`src/rtl/pit_seq.sv`:
```
// Programmable interval timer: prescaler and divider up-counters, chained by the
// prescaler terminal count, with a registered terminal pulse and sticky pending flag.
module pit_seq #(
  parameter int WIDTH = 16
) (
  input  logic             clk,
  input  logic             resl,
  input  logic [WIDTH-1:0] din,
  input  logic             pre_wr,
  input  logic             div_wr,
  input  logic             en,
  input  logic             ack,
  output logic [WIDTH-1:0] pre_q,
  output logic [WIDTH-1:0] div_q,
  output logic             irq,
  output logic             pend,
  output logic             active
);

  typedef enum logic [1:0] {
    IDLE = 2'd0,
    LOAD = 2'd1,
    RUN  = 2'd2
  } state_t;

  state_t           state_reg, state_next;
  logic [WIDTH-1:0] p_reg, p_next;
  logic [WIDTH-1:0] d_reg, d_next;
  logic [WIDTH-1:0] pre_reg, pre_next;
  logic [WIDTH-1:0] div_reg, div_next;
  logic             irq_reg, irq_next;
  logic             pend_reg, pend_next;

  // Per-bit slices: ripple-carry incrementers and equality against the reload values.
  logic [WIDTH-1:0] pre_carry, div_carry;
  logic [WIDTH-1:0] pre_inc, div_inc;
  logic [WIDTH-1:0] pre_eq_bits, div_eq_bits;
  logic             pre_tc, div_tc;
  logic             wr;

  assign pre_carry[0] = 1'b1;
  assign div_carry[0] = 1'b1;

  generate
    for (genvar gi = 0; gi < WIDTH; gi++) begin : g_slice
      assign pre_inc[gi]     = pre_reg[gi] ^ pre_carry[gi];
      assign div_inc[gi]     = div_reg[gi] ^ div_carry[gi];
      assign pre_eq_bits[gi] = ~(pre_reg[gi] ^ p_reg[gi]);
      assign div_eq_bits[gi] = ~(div_reg[gi] ^ d_reg[gi]);
      if (gi < WIDTH - 1) begin : g_carry
        assign pre_carry[gi+1] = pre_reg[gi] & pre_carry[gi];
        assign div_carry[gi+1] = div_reg[gi] & div_carry[gi];
      end
    end
  endgenerate

  assign pre_tc = &pre_eq_bits;
  assign div_tc = &div_eq_bits;
  assign wr     = pre_wr | div_wr;

  always_comb begin
    state_next = state_reg;
    p_next     = pre_wr ? din : p_reg;
    d_next     = div_wr ? din : d_reg;
    pre_next   = '0;
    div_next   = '0;
    irq_next   = 1'b0;

    unique case (state_reg)
      IDLE: begin
        if (en) state_next = LOAD;
      end
      LOAD: begin
        if (!en)     state_next = IDLE;
        else if (wr) state_next = LOAD;
        else         state_next = RUN;
      end
      RUN: begin
        // Disable or a reload write both abort the period with no pulse.
        if (!en) begin
          state_next = IDLE;
        end else if (wr) begin
          state_next = LOAD;
        end else begin
          state_next = RUN;
          pre_next   = pre_tc ? '0 : pre_inc;
          if (pre_tc) div_next = div_tc ? '0 : div_inc;
          else        div_next = div_reg;
          irq_next   = pre_tc & div_tc;
        end
      end
      default: state_next = IDLE;
    endcase

    // A new pulse wins over a simultaneous acknowledge.
    pend_next = irq_next | (pend_reg & ~ack);
  end

  always_ff @(posedge clk or negedge resl) begin
    if (!resl) begin
      state_reg <= IDLE;
      p_reg     <= '0;
      d_reg     <= '0;
      pre_reg   <= '0;
      div_reg   <= '0;
      irq_reg   <= 1'b0;
      pend_reg  <= 1'b0;
    end else begin
      state_reg <= state_next;
      p_reg     <= p_next;
      d_reg     <= d_next;
      pre_reg   <= pre_next;
      div_reg   <= div_next;
      irq_reg   <= irq_next;
      pend_reg  <= pend_next;
    end
  end

  assign pre_q  = pre_reg;
  assign div_q  = div_reg;
  assign irq    = irq_reg;
  assign pend   = pend_reg;
  assign active = (state_reg != IDLE);

endmodule

```
`config.mk`:
```
export PLATFORM = sky130hd
export DESIGN_NAME = pit_seq
export DESIGN_NICKNAME = d
export VERILOG_FILES = /design/src/rtl/pit_seq.sv
export SDC_FILE = /design/constraint.sdc
export NUM_CORES = 1
export LEC_CHECK = 0
export CAP_MARGIN = 20
export CORE_MARGIN = 2
export CORE_UTILIZATION = 48
export CTS_CLUSTER_DIAMETER = 120
export CTS_CLUSTER_SIZE = 20
export DETAILED_ROUTE_END_ITERATION = 8
export GPL_TIMING_DRIVEN = 0
export PLACE_DENSITY = 0.76
export RECOVER_POWER = 25
export REMOVE_ABC_BUFFERS = 1
export SYNTH_ARGS = -nofsm -noshare
export SYNTH_HDL_FRONTEND = slang
export SYNTH_SLANG_ARGS = --single-unit
```
`constraint.sdc`:
```
create_clock -name clk -period 3.25 [get_ports clk]
set_input_delay 0.4875 -clock clk [delete_from_list [all_inputs] [get_ports clk]]
set_output_delay 0.4875 -clock clk [all_outputs]
set_load 0.01 [all_outputs]
```
==> results.md <==
* PnR worst setup slack at -0.0271 ns
* Most common cell on crit path: ha_4
* CTS clk-pin slew, worst paths at 0.07 ns
* Port Buffers at 56
* Synth Flop Type: dfrtp_1
* First-pass GRT wire length at 11.7 mm
* Final hold vios at 0
* Clock network power share at 36.9%
* Worst Tran Pin Value at 1.67 ns
* Critical path endpoint category: flop
* Final Power at 0.00180 W
* #FFs+latches synth at 68
* Global route overflow at 0
* Row cnt at 30
* Power Dens Cells at 404 nW/µm²
* Num CTS Buffers at 9
* Failing checks: max-capacitance violations, max-slew violations, negative setup slack
* Crit-path max FO at 2
* Status: finished with violations
* Final design utilization at 65.7%
* Vias at 2203
* Required @ worst endpoint at 3.47 ns
* Starting DRT DRC Count at 86
* Clk Latency, worst-skew pair at 0.33 ns
* Worst setup SP type: flop
* Initial Utilization at 49.6%
* Crit Path Class: flop to flop
* Io pins at 57
* Chip height at 87.8 µm
* Sequential share of power at 51.5%
* Period utilization at 101%
* CP bufs+invs at 0
* Fillers at 529
* Drt first pass iters at 6
* H-Tree Depth at 3
* Antenna diodes at 0
* Reg2Reg Setup Slack at -0.03 ns
* Switching Fraction at 23.6%
* Worst path top cell family by delay: adder cells
* Leak at 2.05 nW
* Critical Path AT at 3.49 ns
* Combinational Power Share at 11.6%
* Vias in the first global route at 2321
* Sw power at 0.000426 W
* Ys async rst share at 100%
* Layout cells sized above 1 at 27.4%
* Slowest-stage cell, CP: dfrtp_2
* Final setup viols at 1
* Mapped Cells at 251
* Synth cell types at 30
* Max clock buf depth at 2
* Unrepaired setup endpoints after global routing: yes
* Mean Syn Cell Area at 13.4 µm²
* Initial antenna violation count at 0
* TritonCTS clock tree: done
* Final Max Tran Viols at 69
* Number of flops mapped to enable cells by yosys at 0
* Number of remaining DRC errors at 0
* Routed Antenna Nets at 0
* Gpl congestion at 0.777
* Die Area at 7710 µm²
* Skew final at 0.00837 ns
* CP Cell Sequence: ha_4, ha_4, ha_4, ha_4, ha_4, ha_4, ha_4, ha_4, ha_4, ha_4, ha_4, ha_4, ha_4, ha_4, nor2b_4, and4b_2, a211o_1
* Total track usage at 20.2%
* Quantity of hold-fixing buffers added after cts at 0
* Largest net degree at the start of global routing at 69
* Sequential cell area fraction in the yosys report at 50.5%
* Area grow syn2layout at 32.4%
* Hpwl dp at 4.54 mm
* Internal power at 0.00138 W
* Peak Freq at 0.305 GHz
* Core footprint at 6790 µm²
* Synthesized area at 3370 µm²
* Die width at 87.8 µm
* Synth warnings at 0
* Min cycle time layout at 3.28 ns
* Drt total wl at 6.98 mm
* Fin nets at 366
* Clock sinks at 68
* Drt wl/cell at 16.9 µm
* Clock root cell: clkbuf_8
* Vias per cell at 5.33
* Worst path max stage delay at 0.43 ns
* VDD IR max at 0.244 mV
* Slew Limit Headroom at -11.4%
* Hold WC Path Type: flop to flop
* Max_cap viols at 1
cell families (layout without fill, tap and decap cells):
| group | count (synthesis) | in the layout | synth area share (%) |
|---|---|---|---|
| DFF | 68 | 68 | 50.5 |
| and+or+nand+nor | 51 | 51 | 11.8 |
| xor gates and xnor gates | 33 | 33 | 8.57 |
| muxes | 32 | 32 | 10.7 |
| AOI/OAI and AO/OA | 21 | 21 | 4.60 |
| buffers and inverters | 15 | 81 | 2.30 |
| adders and majority gates | 31 | 31 | 11.5 |
layout by cell type (no fill, tap or decap), drive strengths merged:
master         netlist  final
nand4                8      8
dfrtp               68     68
nor4b                2      2
inv                  4      4
mux2                32     32
xnor2               33     33
and2                14     14
and3                 2      2
clkbuf               4     14
and4b               15     15
nor2b                1      1
o31ai                1      1
clkinv               0      1
o32ai                1      1
a21oi                1      1
nor3                 2      2
nor2                 2      2
nand3                2      2
ha                  31     31
bufinv               0      1
clkdlybuf4s50        0     55
nor4                 2      2
a211o                1      1
nand2                1      1
buf                  7      6
a21o                16     16
o21ai                1      1
final timing paths:
kind / start / end / cells past startpoint
min in group asynchronous: resl / pre_q[13] / 1
worst max-delay path: div_q[0] / div_q[15] / 17
max in group asynchronous: resl / div_q[0] / 1
worst min register to register: pend / pend / 1
worst max register to register: div_q[0] / div_q[15] / 17
worst min-delay path: pend / pend / 1
power groups by stage:
stage	logic (W)	registers, W	clock network [W]
global route	0.000232	0.000934	0.000726
finish	0.000210	0.000928	0.000666
CTS	0.000211	0.000928	0.000680
global placement	0.000201	0.000943	0
floorplan	0.000120	0.000935	0
detailed placement	0.000208	0.000944	0
cells in the mapped netlist (all sizes together), types with 4 or more instances:
| master | n | area, µm² |
|---|---|---|
| buf | 7 | 47.6 |
| a21o | 16 | 120 |
| and4b | 15 | 158 |
| nand4 | 8 | 50.1 |
| mux2 | 32 | 360 |
| and2 | 14 | 87.6 |
| xnor2 | 33 | 289 |
| inv | 4 | 15.0 |
| clkbuf | 4 | 15.0 |
| dfrtp | 68 | 1700 |
| ha | 31 | 388 |
metrics by stage:
stage                     setup TNS [ns]  setup WS [ns]  area, µm²  hold WS, ns  cells
after global routing              -0.102        -0.0920       4460        0.539    413
after global placement            -43.99         -0.639       3990        0.461    392
final                            -0.0271        -0.0271       4460        0.511    413
after floorplan                   -0.439         -0.282       3310        0.192    240
after CTS                        -0.0130        -0.0130       4400        0.291    412
after detailed placement           -1.44         -0.406       4000        0.498    392
worst register-to-register path, delay by kind of cell, from the launching register on:
family                   cells  cell delay [ns]
AO/OA/AOI/OAI                1             0.23
adder cells (fa/ha/maj)     14             2.18
flip-flops                   1             0.43
AND/OR/NAND/NOR              2             0.32
layer usage:
layer	GRT usage (%)	routed length, µm	share of wire, %	up-vias
met3	5.18	337	4.8	7
met5	0	0	0	-
met2	31.6	3390	49	67
met4	6.71	64	0.92	0
met1	27.6	3190	46	1102
li1	-	-	-	1027
cell type report:
cell class | count | area (µm²) | share of cell area, %
timing repair buffer | 62 | 608 | 13.6
clock buffer | 13 | 149 | 3.34
clock inverter | 2 | 35.0 | 0.785
multi-input combinational | 168 | 1830 | 41.1
sequential | 68 | 1700 | 38.2
tap | 96 | 120 | 2.69
inverter | 4 | 15.0 | 0.337
timing repair:
action / CTS / global route
setup endpoints to repair: 5 / 3
resized for setup: 33 / 10
pin swaps: 4 / 3
buffers inserted: 5 / 0
Note: power is estimated with default switching activity, not from simulation.
